### src/rtl/vga_timing_gen.sv
// VGA raster timing generator.
// Free-running horizontal/vertical counters with sync, blank and start strobes.
// Every output is a flop. The strobes are decoded from the next-state counts, so
// each one describes the DrawX/DrawY pair that is registered on the same edge.
module vga_timing_gen #(
  parameter int unsigned H_ACTIVE = 640,
  parameter int unsigned H_FP     = 16,
  parameter int unsigned H_SYNC   = 96,
  parameter int unsigned H_BP     = 48,
  parameter int unsigned V_ACTIVE = 480,
  parameter int unsigned V_FP     = 10,
  parameter int unsigned V_SYNC   = 2,
  parameter int unsigned V_BP     = 33
) (
  input  logic        vga_clk,
  input  logic        reset,
  output logic [9:0]  DrawX,
  output logic [9:0]  DrawY,
  output logic        hs,
  output logic        vs,
  output logic        blank,
  output logic        line_start,
  output logic        frame_start,
  output logic [15:0] frame_count
);

  localparam int unsigned H_TOTAL = H_ACTIVE + H_FP + H_SYNC + H_BP;
  localparam int unsigned V_TOTAL = V_ACTIVE + V_FP + V_SYNC + V_BP;

  localparam logic [9:0] XMax    = 10'(H_TOTAL - 1);
  localparam logic [9:0] YMax    = 10'(V_TOTAL - 1);
  localparam logic [9:0] XActive = 10'(H_ACTIVE);
  localparam logic [9:0] YActive = 10'(V_ACTIVE);
  localparam logic [9:0] HsStart = 10'(H_ACTIVE + H_FP);
  localparam logic [9:0] HsEnd   = 10'(H_ACTIVE + H_FP + H_SYNC);
  localparam logic [9:0] VsStart = 10'(V_ACTIVE + V_FP);
  localparam logic [9:0] VsEnd   = 10'(V_ACTIVE + V_FP + V_SYNC);

  logic [9:0] x_d;
  logic [9:0] y_d;
  logic       x_wrap;
  logic       hs_d;
  logic       vs_d;
  logic       blank_d;
  logic       line_start_d;
  logic       frame_start_d;

  // Next counter values and the decode of the position they will present.
  always_comb begin
    x_wrap = (DrawX == XMax);
    x_d    = x_wrap ? 10'd0 : DrawX + 10'd1;
    y_d    = DrawY;
    if (x_wrap) begin
      y_d = (DrawY == YMax) ? 10'd0 : DrawY + 10'd1;
    end
    hs_d          = !((x_d >= HsStart) && (x_d < HsEnd));
    vs_d          = !((y_d >= VsStart) && (y_d < VsEnd));
    blank_d       = (x_d < XActive) && (y_d < YActive);
    line_start_d  = (x_d == 10'd0);
    frame_start_d = (x_d == 10'd0) && (y_d == 10'd0);
  end

  // Register counters and decoded outputs; reset parks at the last pixel of a
  // frame so the first counting edge lands on (0,0).
  always_ff @(posedge vga_clk) begin
    if (reset) begin
      DrawX       <= XMax;
      DrawY       <= YMax;
      hs          <= 1'b1;
      vs          <= 1'b1;
      blank       <= 1'b0;
      line_start  <= 1'b0;
      frame_start <= 1'b0;
      frame_count <= 16'd0;
    end else begin
      DrawX       <= x_d;
      DrawY       <= y_d;
      hs          <= hs_d;
      vs          <= vs_d;
      blank       <= blank_d;
      line_start  <= line_start_d;
      frame_start <= frame_start_d;
      frame_count <= frame_count + {15'd0, frame_start_d};
    end
  end

endmodule
### config.mk
export PLATFORM = sky130hd
export DESIGN_NAME = vga_timing_gen
export DESIGN_NICKNAME = d
export VERILOG_FILES = /design/src/rtl/vga_timing_gen.sv
export SDC_FILE = /design/constraint.sdc
export NUM_CORES = 1
export LEC_CHECK = 0
export BUFFER_PORTS_ARGS = -buffer_cell sky130_fd_sc_hd__buf_2
export CAP_MARGIN = 20
export CORE_MARGIN = 5
export CORE_UTILIZATION = 51
export CTS_BUF_LIST = sky130_fd_sc_hd__clkbuf_2
export DETAILED_ROUTE_END_ITERATION = 8
export PLACE_DENSITY = 0.78
export SETUP_SLACK_MARGIN = 0.15
export SLEW_MARGIN = 20
export SYNTH_ARGS = -nofsm -noshare
export SYNTH_HDL_FRONTEND = slang
export SYNTH_SLANG_ARGS = --single-unit
### constraint.sdc
create_clock -name vga_clk -period 3.1 [get_ports vga_clk]
set_input_delay 0.155 -clock vga_clk [delete_from_list [all_inputs] [get_ports vga_clk]]
set_output_delay 0.155 -clock vga_clk [all_outputs]
set_load 0.005 [all_outputs]
==> Flow_metrics.wiki <==
{| class="wikitable"
! Metric !! Value
|-
| EDFF count, synth || 0
|-
| Htree depth || 2
|-
| Mean cell area of the mapped netlist || 8.70 um2
|-
| Via-to-Cell Ratio || roughly 6
|-
| Portion of the clock cycle consumed by the worst path in the final layout || 103%
|-
| Width of the chip || between 70 and 80 um
|-
| Time the final worst path needs with I/O delays and setup || roughly 3200 ps
|-
| Top-Level Pins || 43
|-
| Chain of cells forming the critical path || or4b_4 -> nor4_4 -> mux2i_2 -> o211ai_1 -> and4b_1 -> and3_4 -> ha_4 -> nand4_1 -> nor2_2 -> nand3_1 -> xor2_1 -> nor2_1
|-
| Warning count from the yosys run || 0
|-
| Data required time of the worst path || about 3400 ps
|-
| Initial DRC Count || approximately 230
|-
| Initial core utilization || a little over half
|-
| Max-cap violations || 0
|-
| Routed WL || roughly 6.6 mm
|-
| Tightest Hold Check Type || in2reg
|-
| Pre-Repair DR Iteration Count || 4
|-
| Nature of the critical path endpoint || flop
|-
| Final count of hold timing violations || 0
|-
| Dominant register cell in the synthesized netlist || sky130_fd_sc_hd__dfxtp_1
|-
| Power, Total || 2.23 mW
|-
| Overflow left after global routing || 0
|-
| Clock tree from TritonCTS || built
|-
| Number of setup violations in the final report || 8
|-
| Cell accounting for the most synthesized area || sky130_fd_sc_hd__dfxtp_1
|-
| Max Slew Vio Count || 0
|-
| Hold buffer count at cts || 0
|-
| Setup CP Type || reg2reg
|-
| Dominant combinational cell family by area after synthesis || simple AND/OR/NAND/NOR gates
|-
| Asr flop ratio synth || 0%
|-
| Worst Path Buf+Inv || 0
|-
| Final nets || about 340
|-
| Number of cell rows || 23
|-
| #FFs+latches synth || 41
|-
| Most frequent cell after synthesis || sky130_fd_sc_hd__dfxtp_1
|-
| Post-layout util || about three quarters
|-
| Area share of the leading cell type in the synthesized netlist || 38.5%
|-
| Global-route wire length before repair || about 10 mm
|-
| Avg WL per Cell || about 17 um
|-
| Number of antenna violations at the first check in global routing || 0
|-
| Die Height || ~75 um
|-
| Max Buffers Root-to-Sink || 2
|-
| Leakage component of the power || roughly 1.3 nW
|-
| Setup clock skew after layout || around 31 ps
|-
| Total clock buffers created by CTS || 5
|-
| Netlist area before placement || roughly 0.0021 mm2
|-
| Via count of the first global-routing pass || ~2200
|-
| Post-synthesis mux area share || between 1 and 1.5%
|-
| Crit start category || flop
|-
| Transition time at the pin with the least slew margin || 657 ps
|-
| Arrival time of data at the critical path endpoint || around 3500 ps
|-
| Cell count after synthesis || about 250
|-
| Compound-Gate Fraction of Synth Area || between 10% and 20%
|-
| Insertion delay of the later-clocked pin in the worst-skew pair || 440 ps
|-
| Number of buffers added on ports || 42
|-
| All-layer global routing usage || about 25%
|-
| Power density cells || ~750 mW/mm2
|-
| Share of layout cells above drive strength 1 || 38.3%
|-
| Total Die Area || approximately 0.0056 mm2
|-
| Top post-synthesis cells by area || sky130_fd_sc_hd__dfxtp_1 (38%), sky130_fd_sc_hd__nor2_1 (4.9%), sky130_fd_sc_hd__xor2_1 (4.5%)
|-
| Core area || roughly 0.0040 mm2
|-
| Count of nets left with antenna violations after detail routing || 0
|-
| Largest net degree at the start of global routing || 37
|-
| Biggest cell delay along the critical path || 630 ps
|-
| CTS root buffer || sky130_fd_sc_hd__clkbuf_2
|-
| Slowest stage cell on the critical path || sky130_fd_sc_hd__or4b_4
|-
| Family with the most delay on the worst path || simple AND/OR/NAND/NOR gates
|-
| Setup TNS || -408 ps
|-
| Run status || finished with violations
|-
| Synth cell count leaders || sky130_fd_sc_hd__dfxtp_1 (41), sky130_fd_sc_hd__nor2_1 (28), sky130_fd_sc_hd__nand3_1 (15), sky130_fd_sc_hd__nand2_1 (14), sky130_fd_sc_hd__xor2_1 (11)
|-
| Post-synthesis xor/xnor area fraction || 8.63%
|-
| Unrepaired setup endpoints after global routing || true
|-
| Clock transition at path regs || 240 ps
|-
| Maximum ir drop on the vdd rail || between 300 and 400 uV
|-
| Worst slew margin relative to its limit || between 50% and 60%
|-
| Layout overhead on the synthesized area || 38.3%
|-
| Maximum clock rate || roughly 310 MHz
|-
| Detailed-placement wirelength estimate || about 4 mm
|-
| Antenna diodes || 0
|-
| Sinks on Clock Net || between 40 and 50
|-
| Routability congestion estimate from global placement || a little under 0.9
|-
| Fraction of the yosys area taken by sequential cells || 38.5%
|-
| Count of different cell masters after synthesis || between 50 and 60
|-
| Post-Synth Simple-Gate Area || around 33%
|-
| Total DRC errors in the routed layout || 0
|-
| Biggest fanout along the worst timing path || 5
|-
| PnR worst setup slack || -103 ps
|-
| Violated checks || negative setup slack
|-
| Adder-Cell Fraction of Synth Area || roughly 3.5%
|-
| Total via count after detailed routing || between 2000 and 2500
|-
| Total nets after synthesis || roughly 250
|}
## metrics by stage
stage / setup slack, ps / hold WS (ps) / cell area, um2 / instances
after floorplan: 144 / 439 / 2170 / 245
after global placement: 87.5 / 488 / 2550 / 347
after detailed placement: 7.72 / 499 / 2550 / 347
after CTS: 55.7 / 197 / 2870 / 380
after global routing: -303 / 208 / 2950 / 382
final: -103 / 196 / 2950 / 382
## cells in the final DEF (no fill, tap or decap), drive strengths merged, types with 2 or more instances in the layout
master and n:
buf 92, dfxtp 41, nor2 28, nand3 16
nand2 14, xor2 11, o21ai 11, nand4 10
xnor2 10, a21oi 9, and3 8, nor2b 6
nor4 6, ha 6, clkbuf 5, inv 4
and4 4, nand2b 4, or3 4, nor3 4
and2 3, mux2i 3, a31oi 3, or2 3
clkinv 3, o211ai 2, a211oi 2, and4b 2
a21o 2, or4b 2
## worst paths after layout
check / depth (start not counted) / slack, ps / endpoint / from
setup / recovery: 12 / -100 / frame_count[15] / DrawX[6]
hold / removal: 2 / 200 / frame_count[7] / reset
setup reg to reg: 12 / -100 / frame_count[15] / DrawX[6]
hold reg to reg: 2 / 530 / frame_count[10] / frame_count[10]
## cells by family after synthesis
kind of cell / count (synthesis)
AND/OR/NAND/NOR: 118
flip-flops: 41
AO/OA/AOI/OAI: 39
XOR/XNOR: 21
buffers and inverters: 17
adder cells (fa/ha/maj): 6
multiplexers: 3
## timing repair
action	CTS	global route
endpoints found under the setup margin	10	16
buffers inserted	25	2
gates resized for setup	15	16
pin swaps	12	3
## flip-flops by register name, indices dropped and copies added, names as in the netlist
signal       flops
DrawX           10
DrawY           10
blank            1
frame_count     16
frame_start      1
hs               1
line_start       1
vs               1
## layout make-up
class                           count  area [um2]
Clock buffer                        5        25.0
Clock inverter                      3        17.5
Fill cell                         301        1080
Timing Repair Buffer               92         627
Inverter                            4        15.0
Multi-Input combinational cell    187        1380
Tap cell                           50        62.6
Sequential cell                    41         823
## power breakdown
group	switching (mW)	internal, mW	total, mW
combinational	0.702	0.586	1.29
clock	0.190	0.0532	0.243
sequential	0.0928	0.601	0.694
total	0.985	1.24	2.23
## metal layers
metal / vias to the layer above / routed length [um] / global-route usage [%]
met4: 0 / 332 / 15.2
met5: - / 0 / 0
met2: 109 / 3100 / 39.4
li1: 1060 / - / -
met1: 1054 / 2650 / 30.1
met3: 38 / 503 / 5.47
No activity file was read; power rests on OpenSTA's default activity.
